`src/rtl/apb_pkg.sv`:
```
// Shared definitions for the APB register responder: FSM states, address width,
// default identification value, the read-only ID register index and the error rule.
package apb_pkg;

  localparam int APB_ADDR_W = 5;
  localparam logic [31:0] ID_VALUE_DEFAULT = 32'hA9B0_0001;
  localparam logic [APB_ADDR_W-1:0] REG_ID = 5'd0;

  typedef enum logic [0:0] {
    ST_IDLE   = 1'b0,
    ST_ACCESS = 1'b1
  } apb_state_e;

  // Unmapped indices and writes to the ID register are refused.
  function automatic logic apb_is_err(input logic [APB_ADDR_W-1:0] addr,
                                      input logic wr,
                                      input logic [APB_ADDR_W:0] num_regs);
    logic err;
    err = 1'b0;
    if ({1'b0, addr} >= num_regs) begin
      err = 1'b1;
    end else if (wr && (addr == REG_ID)) begin
      err = 1'b1;
    end else begin
      err = 1'b0;
    end
    return err;
  endfunction

endpackage

```
`src/rtl/apb_wait_ctr.sv`:
```
// Loadable down-counter for APB wait states; cnt_zero flags that the access may complete.
module apb_wait_ctr
  import apb_pkg::*;
(
  input  logic       SYSCLK,
  input  logic       RST,
  input  logic       load,
  input  logic [3:0] load_val,
  input  logic       dec,
  output logic       cnt_zero
);

  logic [3:0] cnt_r;

  // Load on setup, count down while the access phase is stalled.
  always_ff @(posedge SYSCLK) begin
    if (RST) begin
      cnt_r <= 4'd0;
    end else if (load) begin
      cnt_r <= load_val;
    end else if (dec && (cnt_r != 4'd0)) begin
      cnt_r <= cnt_r - 4'd1;
    end
  end

  assign cnt_zero = (cnt_r == 4'd0);

endmodule

```
`src/rtl/apb_reg_slave.sv`:
```
// APB responder with a bank of DATA_W-bit registers, programmable wait states and
// error response. PSLVERR is driven only when APB_REG_SLAVE_PSLVERR_EN is defined.
module apb_reg_slave
  import apb_pkg::*;
#(
  parameter int NUM_REGS = 16,
  parameter int DATA_W = 32,
  parameter int WAIT_CYCLES = 0,
  parameter logic [DATA_W-1:0] ID_VALUE = ID_VALUE_DEFAULT
) (
  input  logic                       SYSCLK,
  input  logic                       RST,
  input  logic                       PSEL,
  input  logic                       PENABLE,
  input  logic                       PWRITE,
  input  logic [APB_ADDR_W-1:0]      PADDR,
  input  logic [DATA_W-1:0]          PWDATA,
  output logic [DATA_W-1:0]          PRDATA,
  output logic                       PREADY,
  output logic                       PSLVERR,
  output logic [NUM_REGS*DATA_W-1:0] REG_OUT
);

  localparam logic [3:0] WAIT_LOAD = 4'(WAIT_CYCLES);
  localparam logic [APB_ADDR_W:0] NUM_REGS_W = 6'(NUM_REGS);

  apb_state_e                  state_r;
  logic [APB_ADDR_W-1:0]       addr_r;
  logic                        write_r;
  logic [DATA_W-1:0]           wdata_r;
  logic [DATA_W-1:0]           regs_r [NUM_REGS-1:1];
  logic                        setup_s;
  logic                        access_s;
  logic                        cnt_zero_s;
  logic                        ready_s;
  logic                        err_s;
  logic [DATA_W-1:0]           rdata_s;

  assign setup_s  = (state_r == ST_IDLE) && PSEL && !PENABLE;
  assign access_s = (state_r == ST_ACCESS) && PSEL && PENABLE;
  assign ready_s  = access_s && cnt_zero_s;
  assign err_s    = apb_is_err(addr_r, write_r, NUM_REGS_W);

  apb_wait_ctr u_wait_ctr (
    .SYSCLK   (SYSCLK),
    .RST      (RST),
    .load     (setup_s),
    .load_val (WAIT_LOAD),
    .dec      (access_s),
    .cnt_zero (cnt_zero_s)
  );

  // FSM and setup-phase capture of address, direction and write data.
  always_ff @(posedge SYSCLK) begin
    if (RST) begin
      state_r <= ST_IDLE;
      addr_r  <= '0;
      write_r <= 1'b0;
      wdata_r <= '0;
    end else begin
      case (state_r)
        ST_IDLE: begin
          if (setup_s) begin
            state_r <= ST_ACCESS;
            addr_r  <= PADDR;
            write_r <= PWRITE;
            wdata_r <= PWDATA;
          end
        end
        ST_ACCESS: begin
          if (!PSEL || ready_s) begin
            state_r <= ST_IDLE;
          end
        end
        default: state_r <= ST_IDLE;
      endcase
    end
  end

  // Register bank: commit only on the completing edge of a legal write.
  always_ff @(posedge SYSCLK) begin
    if (RST) begin
      for (int i = 1; i < NUM_REGS; i++) begin
        regs_r[i] <= '0;
      end
    end else if (ready_s && write_r && !err_s) begin
      for (int i = 1; i < NUM_REGS; i++) begin
        if (addr_r == 5'(i)) begin
          regs_r[i] <= wdata_r;
        end
      end
    end
  end

  // Read mux; register 0 is the constant ID.
  always_comb begin
    rdata_s = '0;
    if (addr_r == REG_ID) begin
      rdata_s = ID_VALUE;
    end else begin
      for (int i = 1; i < NUM_REGS; i++) begin
        if (addr_r == 5'(i)) begin
          rdata_s = regs_r[i];
        end
      end
    end
  end

  always_comb begin
    REG_OUT = '0;
    REG_OUT[0 +: DATA_W] = ID_VALUE;
    for (int i = 1; i < NUM_REGS; i++) begin
      REG_OUT[i*DATA_W +: DATA_W] = regs_r[i];
    end
  end

  assign PREADY = ready_s;
  assign PRDATA = (ready_s && !write_r && !err_s) ? rdata_s : '0;
`ifdef APB_REG_SLAVE_PSLVERR_EN
  assign PSLVERR = ready_s && err_s;
`else
  assign PSLVERR = 1'b0;
`endif

endmodule

```
`config.mk`:
```
export PLATFORM = sky130hd
export DESIGN_NAME = apb_reg_slave
export DESIGN_NICKNAME = d
export VERILOG_FILES = /design/src/rtl/apb_pkg.sv /design/src/rtl/apb_wait_ctr.sv /design/src/rtl/apb_reg_slave.sv
export SDC_FILE = /design/constraint.sdc
export NUM_CORES = 1
export LEC_CHECK = 0
export BUFFER_PORTS_ARGS = -buffer_cell sky130_fd_sc_hd__buf_2
export CELL_PAD_IN_SITES_DETAIL_PLACEMENT = 1
export CELL_PAD_IN_SITES_GLOBAL_PLACEMENT = 1
export CORE_MARGIN = 5
export CORE_UTILIZATION = 43
export CTS_BUF_LIST = sky130_fd_sc_hd__clkbuf_16
export CTS_CLUSTER_DIAMETER = 200
export CTS_CLUSTER_SIZE = 12
export DETAILED_ROUTE_END_ITERATION = 16
export PLACE_DENSITY_LB_ADDON = 0.1
export SLEW_MARGIN = 40
export SYNTH_ARGS = -nofsm -noshare
export SYNTH_HDL_FRONTEND = slang
export SYNTH_SLANG_ARGS = --single-unit
export TNS_END_PERCENT = 5
```
`constraint.sdc`:
```
create_clock -name SYSCLK -period 5.22 [get_ports SYSCLK]
set_clock_uncertainty 0.1 [all_clocks]
set_input_delay 0.261 -clock SYSCLK [delete_from_list [all_inputs] [get_ports SYSCLK]]
set_output_delay 0.261 -clock SYSCLK [all_outputs]
set_load 0.01 [all_outputs]
```
Word-level counts from Yosys, hierarchy flattened

Memories as Yosys holds them, arrays and structs flattened.
Index checks and enable logic that the tools add are counted.

Register bits: 43
RAM bits: 480
Input bits: 42
Output and inout bits: 546
Word-level logic and storage cells: 159
Memories kept: 1

Add/sub/neg operators: 1
Magnitude comparators: 1
Eq/ne operators: 15
Mux-type cells: 99
Bitwise operators: 16
Reduce and logical (&&, ||, !) cells: 21

Memories:

| memory | words | width | rd ports | clocked after memory_dff | wr ports | line                | text |
|---|---|---|---|---|---|---|---|
| regs_r | 15    | 32    | 15       | 0                        | 15       | apb_reg_slave.sv:31 | `logic [DATA_W-1:0] regs_r [NUM_REGS-1:1];` |

Operator list:

| operator                                                              | number |
|---|---|
| 32-bit two-way mux                                                    | 32 |
| 1-bit two-way mux                                                     | 66 |
| 5-bit by 4-bit equality test with 1-bit output, second input constant | 8 |
| 5-bit by 3-bit equality test with 1-bit output, second input constant | 4 |
| 1-bit bitwise OR                                                      | 15 |
| 1-bit logical AND                                                     | 11 |
| 5-bit by 2-bit equality test with 1-bit output, second input constant | 2 |
| 5-bit by 1-bit equality test with 1-bit output, second input constant | 1 |
| 5-bit >= comparator, second input constant                            | 1 |
| 5-bit logical NOT                                                     | 1 |
| 1-bit logical NOT                                                     | 4 |
| 4-bit logical NOT                                                     | 1 |
| 4-bit nonzero test                                                    | 1 |
| 4-bit by 1-bit subtractor with 4-bit output, second input constant    | 1 |
| 1-bit one-hot mux with 2 select lines                                 | 1 |
| 2-bit AND reduction                                                   | 1 |
| 2-bit OR reduction                                                    | 1 |
| 1-bit logical OR                                                      | 1 |
| 1-bit NOT                                                             | 1 |

Longest topological paths before layout

Gate-level depths: netlist of the first run.

Word-level depth: 18
Mapped depth: 11
Mapped depth without buffers: 8

Modules after synthesis

Synthesis of the first run repeated with hierarchy kept, for this count alone.

Cell total of the unflattened synthesis: 2086
Area total of the unflattened synthesis: 24980.2 um^2

Modules (own cells, without submodules):

| module        | times used | cells each | area an instance (um^2) | seq. area each (um^2) |
|---|---|---|---|---|
| apb_reg_slave | 1          | 2057       | 24717.5                 | 15194.6 |
| apb_wait_ctr  | 1          | 29         | 262.8                   | 80.1 |

Worst setup path after synthesis of the first run

Ideal clock, no wire load.

Path kind: register to register
From: register u_wait_ctr.cnt_r[0]
To: register regs_r[0][100] (netlist name)
Library setup time: 428 ps
Data arrival time: 3311 ps
Path slack: 1380 ps
Cell stages (with the launch flop): 10
Path buffers: 2
Period minus slack after synthesis: 3840 ps
Path through: dfxtp_1 > inv_1 > ha_1 > or3b_4 > nor2_4 > nand2_1 > or3_1 > clkbuf_1 > clkbuf_1 > o21bai_1

RTL lines:

| element                  | line               | text |
|---|---|---|
| start: declaration       | apb_wait_ctr.sv:13 | `logic [3:0] cnt_r;` |
| start signal: assignment | apb_wait_ctr.sv:20 | `cnt_r <= load_val;` |
| start signal: assignment | apb_wait_ctr.sv:22 | `cnt_r <= cnt_r - 4'd1;` |

Worst setup path after layout of the first run

From: register addr_r[1]
To: output port PRDATA[28]

Word-level cells in the longest chain between the ends: 18
Elaborated cells between the ends (all ways): 39
Those cells by class: order compare (1); eq/ne (15); mux (19); reduce/logical (4)

RTL lines:

| element                                        | line                 | text |
|---|---|---|
| start: declaration                             | apb_reg_slave.sv:28  | `logic [APB_ADDR_W-1:0] addr_r;` |
| start signal: assignment                       | apb_reg_slave.sv:57  | `addr_r <= '0;` |
| start signal: assignment                       | apb_reg_slave.sv:65  | `addr_r <= PADDR;` |
| 5-bit by 1-bit equality test with 1-bit output | apb_reg_slave.sv:102 | `if (addr_r == 5'(i)) begin` |
| 32-bit two-way mux (15 in a row)               | apb_reg_slave.sv:102 |  |
| 32-bit two-way mux                             | apb_reg_slave.sv:98  | `if (addr_r == REG_ID) begin` |
| 32-bit two-way mux (*)                         | apb_reg_slave.sv:118 | `assign PRDATA = (ready_s && !write_r && !err_s) ? rdata_s : '0;` |
| end: declaration                               | apb_reg_slave.sv:18  | `output logic [DATA_W-1:0] PRDATA,` |

Mark *: on every way between the ends. The rest lies on a longest branch, timed or not.

==> impl_metrics.tcl, run 1 <==
set metrics [dict create \
    run_status "finished, final reports clean" \
    syn2layout_area_growth_pct 21.1 \
    wire_per_inst_microns 35.8 \
    p_sw_share_pct 26.0 \
    clk_path_buf_depth 3 \
    clock-sinks 523 \
    max_freq_mhz 219 \
    synthCells 2093 \
    std_cell_rows 88 \
    hold_violations 0 \
    first_iter_violations 2580 \
    ys_ff_latch 523 \
    cp-startpoint "addr_r[1]" \
    drv_cap 0 \
    endpoint "PRDATA[28]" \
    port_buffers 554 \
    fillerInstances 6188 \
    routed_wl_mm 122 \
    report.final.slew_viol_count 0 \
    nets 2664 \
    synth_edf_count 480 \
    insertion_delay_ns 0.62 \
    dp_hpwl_mm 92.7 \
    r2r_start "addr_r[0]" \
    min_period_ns 4.57 \
    place_inst 3294 \
    avgSynthCellArea_sq_um 11.9 \
    p_per_area_nw_per_um2 298 \
    p_int_mw 6.63 \
    antenna_found_initial 3 \
    reg2reg_depth 6 \
    avgViaCountPerCell 6.18 \
    yosysWarnings 0 \
    ios 588 \
    ctsRootBufferMaster "clkbuf_16" \
    p_switching_mw 2.33 \
    core-area_sq_um 57500 \
    grt_overflow 0 \
    drc 0 \
    drive_above_1_share_pct 28.1 \
    start_util_pct 43.2 \
    cts_made_buffers 49 \
    stdcell_count 3405 \
    crit_arrival_ns 4.21 \
    clock_power_share_pct 36.7 \
    vias 21100 \
    die_h_microns 250 \
    hp-class "in2reg" \
    synth_cell_type_count 73 \
    crit_path_start_kind "register" \
    tns_ns 0 \
    rsz0062_at_grt "no" \
    setup_viol 0 \
    final_common_cell "buf_2" \
    grt_max_degree 60 \
    power_frac_comb_pct 8.2 \
    critPathKind "reg2out" \
    max_stage_delay_ns 0.70 \
    antenna_cells 0 \
    relSlewSlack_pct 40.4 \
    ys_async_sr_fraction_pct 0 \
    path_max_fanout 40 \
    seq_area_frac_synth_pct 61.5 \
    grt_pass1_wl_mm 167 \
    grt.total_usage_pct 37.2 \
    p_leak_nw 12.1 \
    place_congestion 0.982 \
    end_kind "output port" \
    yosys_most_used_dff "edfxtp_1" \
    synth_area_sq_um 24800 \
    drt-pass1-iter-count 5 \
    dieArea_sq_um 62600 \
    path_clk_slew_ns 0.07 \
    utilization_pct 52.3 \
    rrSetupSlack_ns 1.44 \
    final_cell_mix "buf_2 (554), and2_1 (483), edfxtp_1 (480), nand2_1 (149), a21oi_1 (121)" \
    htree_levels 2 \
    worstReg2RegEnd "regs_r[0][140]" \
    crit_required_ns 4.86 \
    fin_crit_sh_pct 87.5 \
    slowest_stage "nand3_1" \
    p_seq_share_pct 55.1 \
    grt_pass1_vias 21400 \
    postRouteAntennaNets 0 \
    path_cells "buf_4, nor2_1, nand3_1, o21ai_0, a31oi_1, a21oi_1, o22ai_1, buf_2" \
    vdd_ir_drop_max_mv 0.349 \
    worst_pin_slew_ns 0.891 \
    die-width_microns 250 \
    cts_tree "built" \
]
-- power by group through the flow --
stage	combinational (mW)	clock, mW	sequential [mW]
final	0.735	3.29	4.94
after global routing	0.767	3.48	4.94
after CTS	0.726	3.32	4.93
after detailed placement	0.699	0	5.02
after global placement	0.673	0	5.02
after floorplan	0.312	0	4.94
-- worst min-delay path by stage --
stage	start	to	slack, ns	cells after the start
final	PSEL	u_wait_ctr.cnt_r[2]	0.04	4
after global placement	state_r	state_r	0.38	2
after CTS	PSEL	u_wait_ctr.cnt_r[2]	0.02	4
after global routing	PSEL	u_wait_ctr.cnt_r[2]	0.06	4
after floorplan	PENABLE	state_r	0.25	1
after detailed placement	state_r	state_r	0.39	2
-- sequential cells by signal, indices dropped and copies added, names as in the netlist --
signal,count
u_wait_ctr.cnt_r,4
write_r,1
addr_r,5
state_r,1
regs_r,480
wdata_r,32
-- area by class of cell --
| class | instances | area [sq um] | area share [%] |
|---|---|---|---|
| Clock buffer | 49 | 1230 | 4.08 |
| Tap cell | 765 | 957 | 3.19 |
| Sequential cell | 523 | 15300 | 50.9 |
| Clock inverter | 22 | 113 | 0.375 |
| Inverter | 8 | 30.0 | 0.0999 |
| Multi-Input combinational cell | 1378 | 8620 | 28.7 |
| Timing Repair Buffer | 660 | 3810 | 12.7 |
-- cells by family (layout without fill, tap and decap cells) --
family          Yosys count  count (layout)  synth area share, %
fa+ha+maj                 2               2                0.101
buf+inv                 223             739                 5.01
mux                      28              28                 1.26
simple gates            815             815                 18.9
flops                   523             523                 61.5
compound gates          498             498                 13.1
other cells               2              33               0.0303
xor+xnor                  2               2               0.0706
-- layer usage --
metal,share of wire [%],track usage [%]
met1,36,45.1
met2,49,63.9
met3,8.6,6.87
met4,6.2,18.4
met5,0.028,0
-- repair_timing --
action	4_1_cts	5_1_grt
hold buffers	40	0
resized for setup	0	0
buffers inserted	0	0
hold endpoints to repair	39	0
-- synth_stat cells, types with 30 or more instances --
library cell | n | area share, %
a21oi_1 | 121 | 2.4
a22oi_1 | 53 | 1.6
and2_1 | 484 | 12
buf_4 | 36 | 1.1
buf_6 | 30 | 1.4
clkbuf_1 | 113 | 1.7
dfxtp_1 | 43 | 3.5
edfxtp_1 | 480 | 58
nand2_1 | 149 | 2.3
nor2_1 | 71 | 1.1
o21ai_0 | 108 | 2.2
o22ai_1 | 48 | 1.2
-- worst max-delay path: cells and delay by family, from the launching register on --
kind,cells,cell delay [ns]
simple gates,2,1.34
compound gates,4,1.13
flops,1,0.51
buf+inv,2,0.56
-- per-stage QoR --
| stage | cell area (sq um) | hold WS (ns) | setup WS [ns] | total power, mW |
|---|---|---|---|---|
| floorplan | 24900 | 0.249 | 1.38 | 5.25 |
| global placement | 28100 | 0.379 | 1.27 | 5.70 |
| detailed placement | 28300 | 0.393 | 1.25 | 5.72 |
| CTS | 30000 | 0.0185 | 0.590 | 8.98 |
| global route | 30100 | 0.0647 | 0.614 | 9.18 |
| finish | 30100 | 0.0385 | 0.650 | 8.96 |
Note: power is estimated with default switching activity, not from simulation.
==> inputs of run 2 (changes only) <==
--- a/config.mk
+++ b/config.mk
@@ -5,11 +5,12 @@
 export SDC_FILE = /design/constraint.sdc
 export NUM_CORES = 1
 export LEC_CHECK = 0
+export ABC_AREA = 1
 export BUFFER_PORTS_ARGS = -buffer_cell sky130_fd_sc_hd__buf_2
 export CELL_PAD_IN_SITES_DETAIL_PLACEMENT = 1
 export CELL_PAD_IN_SITES_GLOBAL_PLACEMENT = 1
 export CORE_MARGIN = 5
-export CORE_UTILIZATION = 43
+export CORE_UTILIZATION = 40
 export CTS_BUF_LIST = sky130_fd_sc_hd__clkbuf_16
 export CTS_CLUSTER_DIAMETER = 200
 export CTS_CLUSTER_SIZE = 12
==> impl_metrics.tcl, run 2 <==
set metrics [dict create \
    run_status "finished, final reports clean" \
    synth_edf_count 480 \
    p_per_area_nw_per_um2 315 \
    ios 588 \
    largest_reg_flops 480 \
    postRouteAntennaNets 0 \
    final_common_cell "nor2_1" \
    cts_resized 0 \
    drc 0 \
    crit_path_start_kind "register" \
    std_cell_rows 87 \
    multi_input_area_sq_um 6470 \
    ctsRootBufferMaster "clkbuf_16" \
    vias 20400 \
    p_int_mw 6.60 \
    yosysWarnings 0 \
    seqCellArea_sq_um 15300 \
    die_h_microns 250 \
    worstReg2RegEnd "regs_r[0][236]" \
    setup_viol 0 \
    drt-pass1-iter-count 5 \
    p_sw_share_pct 26.3 \
    synth_area_sq_um 23000 \
    antenna_cells 0 \
    cts_made_buffers 49 \
    rsz0062_at_grt "no" \
    path_clk_slew_ns 0.07 \
    tns_ns 0 \
    worst_pin_slew_ns 0.888 \
    drv_cap 0 \
    hp-class "in2reg" \
    core-area_sq_um 56700 \
    fillerInstances 6484 \
    min_period_ns 4.34 \
    power_frac_comb_pct 9.7 \
    path_max_fanout 28 \
    ys_top_cells_by_area "edfxtp_1 (63%), nor2_1 (11%), nand2_1 (7.6%), dfxtp_1 (3.7%), inv_1 (3.1%)" \
    grt_overflow 0 \
    synthCells 2369 \
    end_kind "output port" \
    whs_path_depth 3 \
    nets 2966 \
    post_cts_buffers 0 \
    die-width_microns 250 \
    reg.largest.list "regs_r: 480 flops, wdata_r: 32 flops, addr_r: 5 flops" \
    grt.total_usage_pct 32.7 \
    report.final.slew_viol_count 0 \
    syn2layout_area_growth_pct 23.8 \
    avgSynthCellArea_sq_um 9.71 \
    htree_levels 2 \
    critPathKind "reg2out" \
    yosys_most_used_dff "edfxtp_1" \
    fin_ws_ns 0.883 \
    clk_path_buf_depth 3 \
    yosysTopAreaCell "edfxtp_1" \
    start_util_pct 40.6 \
    ys_async_sr_fraction_pct 0 \
    port_buffers 554 \
    p_leak_nw 12.1 \
    avgViaCountPerCell 5.53 \
    yosysMostFrequentCell "nor2_1" \
    pre_cts_ws_ns 1.60 \
    p_seq_share_pct 54.1 \
    synth_cell_type_count 25 \
    final_cell_mix "nor2_1 (649), buf_2 (554), edfxtp_1 (480), nand2_1 (464), inv_1 (200)" \
    dp_hpwl_mm 79.5 \
    cts_tree "built" \
    rrSetupSlack_ns 1.53 \
    r2r_start "addr_r[1]" \
    holdPathEnd "addr_r[0]" \
    seq_area_frac_synth_pct 66.4 \
    grt_max_degree 79 \
    insertion_delay_ns 0.59 \
    hold_buffers 37 \
    clock-sinks 523 \
    p_switching_mw 2.36 \
    drive_above_1_share_pct 25.5 \
    synthTopCellsByCount "nor2_1 (657), edfxtp_1 (480), nand2_1 (465)" \
    min-delay-start "PADDR[0]" \
    crit_arrival_ns 3.98 \
    hold_violations 0 \
    routed_wl_mm 107 \
    max_freq_mhz 231 \
    synth_top_cell_area_share_pct 62.7 \
    clock_power_share_pct 36.2 \
    reg2reg_depth 8 \
    crit_required_ns 4.86 \
    first_iter_violations 2277 \
    largest-register "regs_r" \
    grt_pass1_wl_mm 150 \
    place_congestion 0.958 \
    relSlewSlack_pct 40.7 \
    dieArea_sq_um 62400 \
    vdd_ir_drop_max_mv 0.274 \
    ys_ff_latch 523 \
    fin_crit_sh_pct 83.1 \
    wire_per_inst_microns 28.8 \
    antenna_found_initial 1 \
    grt_pass1_vias 20200 \
]
==> run 2: cell type report <==
type / instances / area share [%]
clock inverters: 20 / 0.277
flip-flops and latches: 523 / 53.6
multi-input cells: 1500 / 22.7
repair buffers: 652 / 13.1
well taps: 756 / 3.32
clock buffers: 49 / 4.31
inverters: 196 / 2.58
==> run 2: worst max-delay path by stage <==
stage,start,end
final,addr_r[4],PRDATA[29]
after global routing,addr_r[0],PRDATA[23]
after CTS,addr_r[4],PRDATA[24]
after detailed placement,addr_r[4],PRDATA[24]
after global placement,addr_r[1],regs_r[0][119]
after floorplan,addr_r[4],regs_r[0][480]
==> run 2: power by group through the flow <==
stage	logic (mW)	clock network, mW	registers, mW
6_report	0.873	3.24	4.85
5_1_grt	0.922	3.41	4.86
3_3_place_gp	0.802	0	4.93
3_5_place_dp	0.838	0	4.93
2_1_floorplan	0.337	0	4.94
4_1_cts	0.861	3.26	4.85
==> run 2: cell families after synthesis <==
kind of cell,count (synthesis),share of synthesized area [%]
other,2,0.0327
flip-flops,523,66.4
AO/OA/AOI/OAI,135,2.95
adder cells (fa/ha/maj),2,0.109
AND/OR/NAND/NOR,1330,23.7
buffers and inverters,377,6.77
==> run 2: through the flow <==
stage | hold slack (ns) | cells | utilization (%) | cell area, sq um | power (mW)
2_1_floorplan | 0.230 | 2400 | - | 23100 | 5.28
3_3_place_gp | 0.349 | 3575 | 46.8 | 26500 | 5.74
3_5_place_dp | 0.370 | 3590 | 47.2 | 26800 | 5.77
4_1_cts | 0.0293 | 3696 | 50.2 | 28500 | 8.97
5_1_grt | 0.0597 | 3696 | 50.2 | 28500 | 9.19
6_report | 0.0508 | 3696 | 50.2 | 28500 | 8.96
==> run 2: critical path, stage by stage (launching register included) <==
cell and delay, ns:
dfxtp_1 0.38, nor2_1 0.67, nand2_1 0.32, nor2_2 0.18, buf_4 0.38, inv_1 0.35, or2_2 0.37, nand2_1 0.18
nand4_1 0.17, nand2_1 0.11, a21oi_1 0.09, buf_2 0.15
==> run 2: metal layers <==
layer	vias to the layer above	track usage, %	routed length (microns)
li1	8748	-	-
met1	10300	45.1	42700
met2	1203	53.0	49800
met3	137	7.37	11200
met4	2	8.04	2770
met5	-	0	13
